**src/rtl/fetch_align_queue_pkg.sv**
```systemverilog
// Shared types and constants for the fetch/align queue: FSM states, NOP encoding,
// default parameters and the compressed-parcel test.
package fetch_align_queue_pkg;

  typedef enum logic [1:0] {
    RUN       = 2'd0,
    WAIT_RESP = 2'd1,
    DROP      = 2'd2
  } fetch_state_e;

  localparam logic [31:0] NOP_INST         = 32'h0000_0033;
  localparam int          DEFAULT_DEPTH    = 8;
  localparam logic [31:0] DEFAULT_RESET_PC = 32'h0000_0000;

  function automatic logic is_compressed(input logic [15:0] parcel);
    return parcel[1:0] != 2'b11;
  endfunction

endpackage

```
**src/rtl/fetch_align_queue_parcel_ring.sv**
```systemverilog
// Circular buffer of 16-bit parcels: pushes/pops 0..2 parcels per cycle and
// exposes the two head parcels combinationally.
module parcel_ring
  import fetch_align_queue_pkg::*;
#(
  parameter int DEPTH = DEFAULT_DEPTH
) (
  input  logic                     clk,
  input  logic                     rst,
  input  logic                     clear,
  input  logic [1:0]               push_cnt,
  input  logic [31:0]              push_data,
  input  logic [1:0]               pop_cnt,
  output logic [15:0]              head0,
  output logic [15:0]              head1,
  output logic [$clog2(DEPTH):0]   count
);

  localparam int AW = $clog2(DEPTH);
  localparam int CW = AW + 1;

  logic [15:0]   mem [DEPTH];
  logic [AW-1:0] rd_ptr;
  logic [AW-1:0] wr_ptr;

  assign head0 = mem[rd_ptr];
  assign head1 = mem[rd_ptr + AW'(1)];

  // Storage carries no reset; only the pointers and occupancy define validity.
  always_ff @(posedge clk) begin
    if (!clear) begin
      if (push_cnt != 2'd0) mem[wr_ptr] <= push_data[15:0];
      if (push_cnt == 2'd2) mem[wr_ptr + AW'(1)] <= push_data[31:16];
    end
  end

  always_ff @(posedge clk or negedge rst) begin
    if (!rst) begin
      rd_ptr <= '0;
      wr_ptr <= '0;
      count  <= '0;
    end else if (clear) begin
      rd_ptr <= '0;
      wr_ptr <= '0;
      count  <= '0;
    end else begin
      rd_ptr <= rd_ptr + AW'(pop_cnt);
      wr_ptr <= wr_ptr + AW'(push_cnt);
      count  <= count + CW'(push_cnt) - CW'(pop_cnt);
    end
  end

endmodule

```
**src/rtl/fetch_align_queue.sv**
```systemverilog
// Instruction fetch front end: issues one word fetch at a time, queues parcels and
// presents aligned 16/32-bit instructions with their PC; handles redirects.
module fetch_align_queue
  import fetch_align_queue_pkg::*;
#(
  parameter int          DEPTH    = DEFAULT_DEPTH,
  parameter logic [31:0] RESET_PC = DEFAULT_RESET_PC
) (
  input  logic                   clk,
  input  logic                   rst,
  output logic                   fetch_req,
  output logic [31:0]            fetch_addr,
  input  logic                   fetch_valid,
  input  logic [31:0]            fetch_data,
  input  logic                   flush,
  input  logic [31:0]            flush_pc,
  output logic                   out_valid,
  input  logic                   out_ready,
  output logic [31:0]            out_inst,
  output logic [31:0]            out_pc,
  output logic                   out_compressed,
  output logic [$clog2(DEPTH):0] count
);

  localparam int CW = $clog2(DEPTH) + 1;

  fetch_state_e  state;
  logic          started;
  logic          skip_lower;
  logic [15:0]   head0;
  logic [15:0]   head1;
  logic [CW-1:0] free_slots;
  logic          accept_resp;
  logic          fire;
  logic [1:0]    push_cnt;
  logic [1:0]    pop_cnt;
  logic [31:0]   push_data;

  // started keeps fetch_req low during reset and for the first cycle after release.
  assign free_slots = CW'(DEPTH) - count;
  assign fetch_req  = started && (state == RUN) && !flush && (free_slots >= CW'(2));

  assign out_compressed = is_compressed(head0);
  assign out_valid      = ((count != '0) && out_compressed) || (count >= CW'(2));
  assign out_inst       = out_compressed ? {16'h0000, head0} : {head1, head0};

  assign accept_resp = (state == WAIT_RESP) && fetch_valid && !flush;
  assign push_cnt    = accept_resp ? (skip_lower ? 2'd1 : 2'd2) : 2'd0;
  assign push_data   = skip_lower ? {16'h0000, fetch_data[31:16]} : fetch_data;
  assign fire        = out_valid && out_ready && !flush;
  assign pop_cnt     = fire ? (out_compressed ? 2'd1 : 2'd2) : 2'd0;

  parcel_ring #(.DEPTH(DEPTH)) ring (
    .clk       (clk),
    .rst       (rst),
    .clear     (flush),
    .push_cnt  (push_cnt),
    .push_data (push_data),
    .pop_cnt   (pop_cnt),
    .head0     (head0),
    .head1     (head1),
    .count     (count)
  );

  always_ff @(posedge clk or negedge rst) begin
    if (!rst) begin
      state      <= RUN;
      started    <= 1'b0;
      skip_lower <= RESET_PC[1];
      fetch_addr <= {RESET_PC[31:2], 2'b00};
      out_pc     <= RESET_PC;
    end else begin
      started <= 1'b1;
      if (flush) begin
        out_pc     <= flush_pc;
        fetch_addr <= {flush_pc[31:2], 2'b00};
        skip_lower <= flush_pc[1];
        // An in-flight request must still be absorbed before fetching again.
        case (state)
          WAIT_RESP, DROP: state <= fetch_valid ? RUN : DROP;
          default:         state <= RUN;
        endcase
      end else begin
        if (fire) out_pc <= out_pc + (out_compressed ? 32'd2 : 32'd4);
        case (state)
          RUN: if (fetch_req) state <= WAIT_RESP;
          WAIT_RESP: begin
            if (fetch_valid) begin
              state      <= RUN;
              fetch_addr <= fetch_addr + 32'd4;
              skip_lower <= 1'b0;
            end
          end
          DROP:    if (fetch_valid) state <= RUN;
          default: state <= RUN;
        endcase
      end
    end
  end

endmodule

```
**config.mk**
```make
export PLATFORM = sky130hd
export DESIGN_NAME = fetch_align_queue
export DESIGN_NICKNAME = d
export VERILOG_FILES = /design/src/rtl/fetch_align_queue_pkg.sv /design/src/rtl/fetch_align_queue_parcel_ring.sv /design/src/rtl/fetch_align_queue.sv
export SDC_FILE = /design/constraint.sdc
export NUM_CORES = 1
export LEC_CHECK = 0
export CORE_ASPECT_RATIO = 0.6
export CORE_MARGIN = 3
export CORE_UTILIZATION = 56
export CTS_CLUSTER_SIZE = 25
export DETAILED_ROUTE_END_ITERATION = 10
export PLACE_DENSITY = 0.82
export SETUP_SLACK_MARGIN = 0.4
export SKIP_CTS_REPAIR_TIMING = 1
export SLEW_MARGIN = 20
export SYNTH_ARGS = -nofsm -noshare
export SYNTH_HDL_FRONTEND = slang
export SYNTH_SLANG_ARGS = --single-unit
```
**constraint.sdc**
```tcl
create_clock -name clk -period 4.8 [get_ports clk]
set_input_delay 1.44 -clock clk [delete_from_list [all_inputs] [get_ports clk]]
set_output_delay 1.44 -clock clk [all_outputs]
set_load 0.05 [all_outputs]
```
* Word level (Yosys, flattened, before mapping)
Memory sizes are Yosys's and may differ from the RTL's. Cells that the tools add are included.
Word-level totals: register bits after elaboration 78, latch bits 0, memory bits (writable) 128, memory bits (read-only) 0, output and inout port bits 103, word-level logic and storage cells 75, memories 1
Operators by class: add/sub/neg operators 9, multipliers 0, divide/modulo/power cells 0, order comparisons 2, eq/ne operators 6, shifts and indexed selects 0, mux-type cells 30, bitwise operators 0, reductions and logical operators 19
Memories:
- ring.mem | words 8, width 16, read ports 2, clocked after memory_dff 0, wr ports 2, RTL line fetch_align_queue_parcel_ring.sv:22 | logic [15:0] mem [DEPTH];
Operator list (count):
- $mux W32 | 7
- $add A32 B3 Y32 | 1
- $add A32 B3 Y32 const B | 1
- $mux W2 | 9
- $mux W1 | 9
- $mux W3 | 3
- $ge A4 B2 Y1 const B | 2
- $logic_and A1 B1 Y1 | 8
- $reduce_bool A2 Y1 | 4
- $add A3 B1 Y3 const B | 2
- $add A3 B2 Y3 | 2
- $add A4 B2 Y4 | 1
- $eq A2 B2 Y1 const B | 2
- $mux W4 | 1
- $pmux W2 S2 | 1
- $reduce_and A2 Y1 | 2
- $reduce_bool A4 Y1 | 1
- $sub A4 B2 Y4 | 1
- $sub A4 B4 Y4 const A | 1
- $ne A3 B1 Y1 const B | 1
- $ne A3 B3 Y1 const B | 1
- $eq A2 B1 Y1 const B | 1
- $logic_not A2 Y1 | 1
- $ne A2 B2 Y1 const B | 1
- other kinds (3) | 3

* Longest topological paths before layout
Gate-level depths: netlist (run 1). An unclocked memory read counts as a cell.
word-level depth 9, depth in mapped cells 17

* By module
From an unflattened synthesis (run 1), not the netlist that was laid out.
Unflattened totals: cell total of the unflattened synthesis 901, area total of the unflattened synthesis 12451.9 µm²
Modules (own cells, without submodules):
- parcel_ring | instances 1, cells an instance 464, area an instance 8074.0 µm²
- fetch_align_queue | instances 1, cells an instance 437, area an instance 4377.9 µm²

* Least setup slack after synthesis (run 1)
Ideal clock, no wire load.
path kind register -> register, start reg ring.rd_ptr[1], end reg out_pc[29], data arrival time 4430 ps, required time 4675 ps, path slack 245 ps, cell stages (with the launch flop) 15, buffers on the path 2, period minus slack after synthesis 4555 ps, cells stage by stage dfrtp_1 > buf_2 > mux4_2 > mux2_2 > nand2_1 > clkbuf_1 > ha_1 > inv_1 > fa_1 > nor2b_1 > and3_1 > nand2_1 > a2111oi_1 > xor2_1 > mux2_2
On the way: longest elaborated chain between the ends 7
RTL lines:
- from (decl) | RTL line fetch_align_queue_parcel_ring.sv:23 | logic [AW-1:0] rd_ptr;
- from (signal assigned) | RTL line fetch_align_queue_parcel_ring.sv:47 | rd_ptr <= rd_ptr + AW'(pop_cnt);
- $mem_v2 Z8 W16 *
- $ne A2 B2 Y1 * | RTL line fetch_align_queue_pkg.sv:16 | return parcel[1:0] != 2'b11;
- named net out_compressed | RTL line fetch_align_queue.sv:21 | output logic out_compressed,
- branches (longest 5 deep; another with $add A32 B3 Y32)
- to (signal assigned) | RTL line fetch_align_queue.sv:75 | out_pc <= flush_pc;
- to (signal assigned) | RTL line fetch_align_queue.sv:84 | if (fire) out_pc <= out_pc + (out_compressed ? 32'd2 : 32'd4);
- to (decl) | RTL line fetch_align_queue.sv:20 | output logic [31:0] out_pc,
Mark *: on every way through the listed nets, which the timed path passes. The select of a mux whose other input is x is not followed. A chain may end at the register's enable or synchronous reset.

* Final worst setup path (run 1)
start reg ring.rd_ptr[1], end out out_inst[18]
On the way: longest elaborated chain between the ends 3
RTL lines:
- $add A3 B1 Y3 or $mem_v2 Z8 W16 (tied branches)
- $mem_v2 Z8 W16 *
- $mux W32 * | RTL line fetch_align_queue.sv:45 | assign out_inst = out_compressed ? {16'h0000, head0} : {head1, head0};
- to (decl) | RTL line fetch_align_queue.sv:19 | output logic [31:0] out_inst,
Mark *: on every way between the ends. The rest lies on a longest branch, timed or not.

==> results of run 1 <==
cell usage in the layout, fill, tap and decap left out, types with 12 or more instances in the layout:
cell type and instances:
edfxtp_1 128, dfrtp_1 74, ha_1 15, a21oi_1 32, xnor2_1 33, nand4_1 16
buf_4 35, xor2_1 31, inv_1 30, mux2_2 187, nor2_1 21, nand2_1 67
buf_12 20, nand3_1 22, clkbuf_16 22, clkdlybuf4s50_1 137, dlymetal6s2s_1 12, mux4_2 64
registers in the layout, indices dropped and copies added, names as in the netlist:
name and cells:
ring.mem 128, out_pc 32, fetch_addr 30, ring.count 4, ring.rd_ptr 3, ring.wr_ptr 3
state 2, skip_lower 1, started 1
stage by stage:
step / worst slack [ns] / util
6_report: 0.483 / 0.739
5_1_grt: 0.427 / 0.739
4_1_cts: 0.173 / 0.733
3_5_place_dp: 0.618 / 0.702
3_3_place_gp: 0.647 / 0.702
2_1_floorplan: 0.480 / -
worst register-to-register path: cells and delay by family (launching register included):
family / cells / cell delay (ns)
AO/OA/AOI/OAI: 1 / 0.54
XOR/XNOR: 1 / 0.12
adder cells (fa/ha/maj): 2 / 0.56
buffers and inverters: 1 / 0.06
flip-flops: 1 / 0.63
multiplexers: 3 / 1.13
AND/OR/NAND/NOR: 4 / 0.81
power groups by stage:
| stage | Sequential, mW | Clock [mW] | Combinational [mW] |
|---|---|---|---|
| 2_1_floorplan | 2.41 | 0 | 1.69 |
| 3_3_place_gp | 2.20 | 0 | 2.86 |
| 3_5_place_dp | 2.20 | 0 | 2.91 |
| 4_1_cts | 2.17 | 1.57 | 2.93 |
| 5_1_grt | 2.19 | 1.64 | 3.14 |
| 6_report | 2.18 | 1.55 | 2.97 |
per-layer routing:
| layer | up-vias | track usage | wire (microns) |
|---|---|---|---|
| met5 | - | 0 | 0 |
| met4 | 0 | 0.0668 | 648 |
| met3 | 57 | 0.0533 | 3120 |
| met2 | 481 | 0.415 | 14800 |
| met1 | 4387 | 0.435 | 14700 |
| li1 | 3776 | - | - |
worst max path at each step:
stage | from | to | slack [ns] | depth (start not counted)
2_1_floorplan | out_ready | ring.count[3]$_DFF_PN0_ | 0.48 | 14
3_3_place_gp | flush | fetch_req | 0.65 | 4
3_5_place_dp | flush | fetch_req | 0.62 | 4
4_1_cts | ring.rd_ptr[1]$_DFF_PN0_ | out_inst[18] | 0.17 | 7
5_1_grt | ring.rd_ptr[1]$_DFF_PN0_ | out_inst[18] | 0.43 | 7
6_report | ring.rd_ptr[1]$_DFF_PN0_ | out_inst[18] | 0.48 | 7
cells by family (layout without fill, tap and decap cells):
family                   count (synthesis)  after routing  synth area share
AO/OA/AOI/OAI                           89             89            0.0538
XOR/XNOR                                64             64            0.0464
adder cells (fa/ha/maj)                 21             21            0.0249
buffers and inverters                   81            273            0.0278
flip-flops                             204            204             0.476
multiplexers                           261            261             0.302
other                                    2              3          0.000622
AND/OR/NAND/NOR                        170            170            0.0682
cells in the mapped netlist, types with 7 or more instances:
cell | n | area [sq um]
mux2_2 | 187 | 2110
edfxtp_1 | 128 | 3840
dfrtp_1 | 76 | 1900
nand2_1 | 67 | 251
mux4_2 | 64 | 1440
a21oi_1 | 38 | 190
clkbuf_1 | 36 | 135
xnor2_1 | 33 | 289
xor2_1 | 31 | 272
inv_1 | 30 | 113
nand3_1 | 22 | 110
nor2_1 | 21 | 78.8
ha_1 | 16 | 200
nand4_1 | 16 | 100
and3_1 | 9 | 56.3
mux2i_1 | 9 | 90.1
nor2b_1 | 9 | 56.3
buf_1 | 8 | 30.0
nor3_1 | 7 | 35.0
cell type report:
cell class	count	area [sq um]
flip-flops and latches	204	5750
clock inverters	9	67.6
repair buffers	207	2260
inverters	31	116
fillers	1326	5370
well taps	273	342
clock buffers	26	564
multi-input cells	608	6090
==> results.toml, run 1 <==
[run_status]
outcome = "finished clean"

[layout]
stdcell_area_sq_mm = 0.0152
stdcell_count = 1358
drive_gt1_frac = 0.339
syn_to_final_growth_pct = 25.9
insertedDiodeCount = 0
fin_nets = 1162

[floorplan]
dieWidth_microns = 196
die_y_microns = 120
dieArea_sq_mm = 0.0234
rows = 40
io_pins = 172
core-area_sq_mm = 0.0206
initial_core_util = 0.587

[clocking]
cts_made_buffers = 20
clkLatencyLatePin_ns = 0.50
cts_tree = "yes"
numClockSinks = 204
cts_buffer_depth = 3
htreeDepth = 1
ctsRootBufferMaster = "clkbuf_16"
path_clk_slew_ns = 0.07

[synth]
ys_types = 55
seq_area_frac_synth = 0.476
syn_avg_cell_area_sq_um = 13.5
ys_warn_count = 0
synth_flop_cell = "edfxtp_1"
ys_async_sr_fraction = 0.373
ys_ff_latch = 204
syn-cell-area_sq_mm = 0.0121
netlist_instances = 892
synth-edff-count = 128

[grt]
grt_max_degree = 77
antenna_found_initial = 0
grt.total_usage = 0.282
grt_pass1_vias = 8721
grt.overflow.total = 0
grt_pass1_wl_microns = 51400

[sta]
rsz0062_at_grt = "false"
relSlewSlack = 0.410
clock.fmax_mhz = 232
setup_violations = 0
slew_violations = 0
min_period_ns = 4.32
worst_pin_slew_ns = 0.885
hold_viol_final = 0
setup-tns-final_ns = 0
timing.hold.ws_ns = 0.528
fin_worst_skew_ns = 0.0118
min_period_over_period = 0.899

[worst_setup_path]
critPathTopFamily = "buffers and inverters"
r2r_cells = 12
r2r_setup_slack_ns = 0.83
startpoint_type = "register"
cp_num_buf_inv = 3
path_cells = "buf_4 > ha_4 > buf_16 > mux4_2 > nand2_1 > a21oi_1 > buf_12"
cp_slowest_cell = "mux4_2"
worstPathMaxFanout = 12
r2r_end = "out_pc[29]$_DFFE_PN0N_"
critPathCaptureType = "output pin"
arrival_ns = 2.88
crit_required_ns = 3.36
reg2reg_from = "ring.rd_ptr[0]$_DFF_PN0_"
slowest_delay_ns = 0.56
path_class = "register to output pin"

[routing]
drc = 0
vias = 8701
drtIter0Drc = 1002
wirelength_microns = 33300
antenna_left = 0
routedWlPerCell_microns = 24.5
dr.pass1.iters = 5
avgViaCountPerCell = 6.41

[pwr]
seqPwrFrac = 0.325
p_sw_mw = 2.49
pwr-share-comb = 0.444
ir_worst_vdd_uv = 413
powerDensity_mw_per_mm2 = 441
intPower_mw = 4.21
switching_share = 0.372
power_mw = 6.70
leakagePower_nw = 5.53
p_clk_frac = 0.232

[placement]
io_buffers = 169
dp.cells = 1319
gp_congestion = 0.839
place_area_sq_mm = 0.0144
dp_hpwl_microns = 23200

[min_path]
min_from = "out_pc[0]$_DFFE_PN0P_"
min_path_cells = 1
hold_class = "register to register"
hold_path_end = "out_pc[0]$_DFFE_PN0P_"

[job]
drv_cap = 0
Power figures use the tool's default switching activity.
==> inputs of run 2 (changes only) <==
--- a/config.mk
+++ b/config.mk
@@ -10,7 +10,7 @@
 export CORE_UTILIZATION = 56
 export CTS_CLUSTER_SIZE = 25
 export DETAILED_ROUTE_END_ITERATION = 10
-export PLACE_DENSITY = 0.82
+export PLACE_DENSITY_LB_ADDON = 0.12
 export SETUP_SLACK_MARGIN = 0.4
 export SKIP_CTS_REPAIR_TIMING = 1
 export SLEW_MARGIN = 20
==> run 2 against run 1 <==
Design area decreased by 0.50%. Setup slack better by 0.047 ns. Clock power about the same. Sequential share of layout area grew 0.19 points. Count of clock-buffer cells in the layout fell by 1. Flip-flop and latch count stayed put. Die area unchanged.
==> results.toml, run 2 (synthesized netlist as in run 1, its figures left out) <==
[placement]
post-place-ws_ns = 0.498
dp_hpwl_microns = 22300
io_buffers = 169
gp_congestion = 0.862

[routing]
routedWlPerCell_microns = 24.0
vias = 8517
wirelength_microns = 32700
drtIter0Drc = 1081
antenna_left = 0
avgViaCountPerCell = 6.27
drc = 0
dr.pass1.iters = 5

[floorplan]
dieArea_sq_mm = 0.0234
core-area_sq_mm = 0.0206
initial_core_util = 0.587
dieWidth_microns = 196
io_pins = 172
rows = 40
die_y_microns = 120

[layout]
insertedDiodeCount = 0
drive_gt1_frac = 0.339
syn_to_final_growth_pct = 25.2
final_cell_mix = "mux2_2 (187), clkdlybuf4s50_1 (139), edfxtp_1 (128)"
top_register = "ring.mem"
largest_registers = "ring.mem: 128 flops, out_pc: 32 flops, fetch_addr: 30 flops"
final_common_cell = "mux2_2"
largest_reg_flops = 128
fin_nets = 1162

[grt]
antenna_found_initial = 0
grt_pass1_vias = 8507
grt_pass1_wl_microns = 49900
grt.total_usage = 0.274
grt_max_degree = 67
grt.overflow.total = 0

[clocking]
cts_buffer_depth = 3
path_clk_slew_ns = 0.06
clkLatencyLatePin_ns = 0.50
numClockSinks = 204
ctsRootBufferMaster = "clkbuf_16"
htreeDepth = 1
cts_tree = "yes"
cts_made_buffers = 20

[sta]
setup_violations = 0
clock.fmax_mhz = 234
slew_violations = 0
rsz0062_at_grt = "false"
fin_ws_ns = 0.530
worst_pin_slew_ns = 0.863
min_period_over_period = 0.890
fin_worst_skew_ns = 0.0103
min_period_ns = 4.27
setup-tns-final_ns = 0
relSlewSlack = 0.425
hold_viol_final = 0

[worst_setup_path]
r2r_end = "out_pc[31]$_DFFE_PN0N_"
startpoint_type = "register"
path_class = "register to output pin"
r2r_cells = 12
crit_required_ns = 3.36
reg2reg_from = "ring.rd_ptr[0]$_DFF_PN0_"
startpoint = "ring.rd_ptr[0]$_DFF_PN0_"
r2r_setup_slack_ns = 0.62
endpoint = "out_inst[12]"
arrival_ns = 2.83
critPathCaptureType = "output pin"
worstPathMaxFanout = 14

[pwr]
p_sw_mw = 2.44
p_clk_frac = 0.231
ir_worst_vdd_uv = 316
seqPwrFrac = 0.331
pwr-share-comb = 0.439
switching_share = 0.371
powerDensity_mw_per_mm2 = 435
leakagePower_nw = 5.48
intPower_mw = 4.13

[min_path]
hold_class = "register to register"
min_path_cells = 1

[job]
drv_cap = 0

[run_status]
outcome = "finished clean"
==> run 2: cell types whose count changed in the layout (fill, tap and decap cells not counted), sizes merged <==
cell | before | now
clkdlybuf4s50 | 137 | 139
clkbuf | 27 | 25
clkinvlp | 0 | 3
buf | 57 | 58
dlymetal6s2s | 12 | 10
inv | 32 | 31
==> run 2: power groups by stage <==
stage               Clock (mW)  Sequential [mW]  Combinational (mW)
floorplan                    0             2.41                1.69
finish                    1.52             2.17                2.88
detailed placement           0             2.21                2.83
global route              1.61             2.19                3.05
global placement             0             2.21                2.80
CTS                       1.54             2.18                2.85
==> run 2: area by class of cell <==
| type | instances | area, sq um |
|---|---|---|
| well taps | 273 | 342 |
| repair buffers | 207 | 2210 |
| flip-flops and latches | 204 | 5750 |
| multi-input cells | 608 | 6090 |
| fillers | 1346 | 5450 |
| clock inverters | 11 | 75.1 |
| clock buffers | 25 | 541 |
| inverters | 31 | 116 |
==> run 2: routing by layer <==
metal | share of wire | track usage | up-vias
met5 | 0 | 0 | -
li1 | - | - | 3774
met2 | 0.44 | 0.393 | 413
met3 | 0.10 | 0.0665 | 41
met1 | 0.44 | 0.430 | 4289
met4 | 0.015 | 0.0481 | 0
==> run 2: how the worst min path moves through the flow <==
stage / from / endpoint / slack [ns]
2_1_floorplan: state[1]$_DFFE_PN0P_ / state[1]$_DFFE_PN0P_ / 0.52
3_3_place_gp: out_pc[0]$_DFFE_PN0P_ / out_pc[0]$_DFFE_PN0P_ / 0.49
3_5_place_dp: out_pc[0]$_DFFE_PN0P_ / out_pc[0]$_DFFE_PN0P_ / 0.50
4_1_cts: out_pc[0]$_DFFE_PN0P_ / out_pc[0]$_DFFE_PN0P_ / 0.52
5_1_grt: out_pc[0]$_DFFE_PN0P_ / out_pc[0]$_DFFE_PN0P_ / 0.53
6_report: out_pc[0]$_DFFE_PN0P_ / out_pc[0]$_DFFE_PN0P_ / 0.51
==> run 2: stage by stage <==
step	hold WS, ns	cell area, sq um	utilization	std cells	power [mW]
2_1_floorplan	0.516	12100	-	893	4.11
3_3_place_gp	0.487	14400	0.701	1318	5.00
3_5_place_dp	0.502	14400	0.701	1318	5.04
4_1_cts	0.517	15000	0.731	1354	6.56
5_1_grt	0.530	15100	0.735	1359	6.86
6_report	0.514	15100	0.735	1359	6.57
==> run 2: worst max-delay path, stage by stage (launching register included) <==
cell	delay, ns
dfrtp_4	0.63
buf_8	0.22
mux4_2	0.50
mux2_2	0.27
clkdlybuf4s50_1	0.70
==> inputs of run 3 (changes only) <==
--- a/config.mk
+++ b/config.mk
@@ -7,7 +7,7 @@
 export LEC_CHECK = 0
 export CORE_ASPECT_RATIO = 0.6
 export CORE_MARGIN = 3
-export CORE_UTILIZATION = 56
+export CORE_UTILIZATION = 60
 export CTS_CLUSTER_SIZE = 25
 export DETAILED_ROUTE_END_ITERATION = 10
 export PLACE_DENSITY_LB_ADDON = 0.12
==> constraint.sdc (replaced) <==
create_clock -name clk -period 5.4 [get_ports clk]
set_input_delay 1.62 -clock clk [delete_from_list [all_inputs] [get_ports clk]]
set_output_delay 1.62 -clock clk [all_outputs]
set_load 0.05 [all_outputs]
==> run 3 against run 2 <==
Setup slack gained 0.037 ns. Wire length grew 0.48%. Via count grew 0.75%. Total power shrank 10%. Die area shrank 6.4%. Combinational power shrank 12%.
==> results.toml, run 3 (synthesized netlist as in run 1, its figures left out) <==
[layout]
seq_area_sq_mm = 0.00575
syn_to_final_growth_pct = 24.8
fin_nets = 1155
insertedDiodeCount = 0
final_cell_mix = "mux2_2 (187), clkdlybuf4s50_1 (150), edfxtp_1 (128)"
largest_registers = "ring.mem: 128 flops, out_pc: 32 flops, fetch_addr: 30 flops"
nFillCells = 1186
drive_gt1_frac = 0.335
post-route-util = 0.778
final_common_cell = "mux2_2"
largest_reg_flops = 128
top_register = "ring.mem"
stdcell_area_sq_mm = 0.0151
multi_input_area_sq_mm = 0.00607

[floorplan]
io_pins = 172
initial_core_util = 0.623
dieWidth_microns = 189
rows = 39
die_y_microns = 116
dieArea_sq_mm = 0.0219
core-area_sq_mm = 0.0194

[sta]
setup-tns-final_ns = 0
slew_violations = 0
min_period_over_period = 0.895
min_period_ns = 4.83
fin_worst_skew_ns = 0.0175
worst_pin_slew_ns = 0.974
clock.fmax_mhz = 207
relSlewSlack = 0.351
timing.hold.ws_ns = 0.504
setup_violations = 0
hold_viol_final = 0
rsz0062_at_grt = "false"

[min_path]
hold_class = "register to register"

[routing]
antenna_left = 0
avgViaCountPerCell = 6.38
vias = 8581
wirelength_microns = 32800
drc = 0
drtIter0Drc = 950
dr.pass1.iters = 5
routedWlPerCell_microns = 24.4

[grt]
grt_max_degree = 77
grt.overflow.total = 0
grt_pass1_vias = 8641
grt_pass1_wl_microns = 50300
grt.total_usage = 0.300
antenna_found_initial = 0

[worst_setup_path]
arrival_ns = 3.21
worstPathMaxFanout = 22
startpoint_type = "register"
crit_required_ns = 3.78
path_class = "register to output pin"
critPathCaptureType = "output pin"

[pwr]
switching_share = 0.368
power_mw = 5.90
p_sw_mw = 2.17
leakagePower_nw = 5.38
seqPwrFrac = 0.329
intPower_mw = 3.73
ir_worst_vdd_uv = 268
p_clk_frac = 0.241
pwr-share-comb = 0.430
powerDensity_mw_per_mm2 = 392

[placement]
dp_hpwl_microns = 21800
io_buffers = 169
place_area_sq_mm = 0.0144
gp_congestion = 0.865

[job]
drv_cap = 0

[clocking]
cts_tree = "yes"
cts_buffer_depth = 3
path_clk_slew_ns = 0.06
cts_made_buffers = 20
htreeDepth = 1
clkLatencyLatePin_ns = 0.50
ctsRootBufferMaster = "clkbuf_16"
numClockSinks = 204

[run_status]
outcome = "finished clean"
run 3: changes by cell type in the layout (fill, tap and decap cells not counted), sizes merged, moves of 2 or more:
cell           change
clkbuf             +3
clkinv             -2
buf                -8
clkdlybuf4s50     +11
dlymetal6s2s      -10
clkinvlp           -2
run 3: worst paths after layout:
path	from	end	slack [ns]	cells after the start
setup / recovery	ring.rd_ptr[0]$_DFF_PN0_	out_valid	0.57	5
setup reg to reg	ring.rd_ptr[0]$_DFF_PN0_	out_pc[31]$_DFFE_PN0N_	0.84	13
max in group asynchronous	rst	ring.rd_ptr[0]$_DFF_PN0_	3.36	1
hold reg to reg	out_pc[0]$_DFFE_PN0P_	out_pc[0]$_DFFE_PN0P_	0.50	1
hold / removal	out_pc[0]$_DFFE_PN0P_	out_pc[0]$_DFFE_PN0P_	0.50	1
min in group asynchronous	rst	fetch_addr[11]$_DFFE_PN0P_	1.26	1
run 3: area by class of cell:
class / instances / area share
Clock inverter: 8 / 0.00465
Sequential cell: 204 / 0.382
Multi-Input combinational cell: 608 / 0.403
Inverter: 31 / 0.00772
Tap cell: 266 / 0.0221
Clock buffer: 28 / 0.0394
Timing Repair Buffer: 200 / 0.141
run 3: worst max-delay path: stages (launching register included):
cell and delay (ns):
dfrtp_4 0.72, mux4_2 0.57, mux2_4 0.31, a21o_1 0.21
nand2_1 0.07, clkdlybuf4s50_1 0.82
run 3: metrics by stage:
step,setup WS (ns),std cells
floorplan,0.601,893
global placement,0.881,1308
detailed placement,0.794,1308
CTS,0.299,1344
global route,0.479,1345
finish,0.567,1345
run 3: power by group through the flow:
stage / Combinational [mW] / Clock [mW] / Sequential, mW
5_1_grt: 2.69 / 1.49 / 1.96
2_1_floorplan: 1.50 / 0 / 2.15
3_3_place_gp: 2.46 / 0 / 1.98
6_report: 2.54 / 1.42 / 1.94
4_1_cts: 2.51 / 1.44 / 1.95
3_5_place_dp: 2.49 / 0 / 1.98
run 3: per-layer routing:
layer	track usage	part of all wire	vias up
met3	0.0599	0.098	54
met1	0.459	0.44	4337
li1	-	-	3755
met2	0.451	0.44	435
met4	0.0669	0.022	0
met5	0	0	-
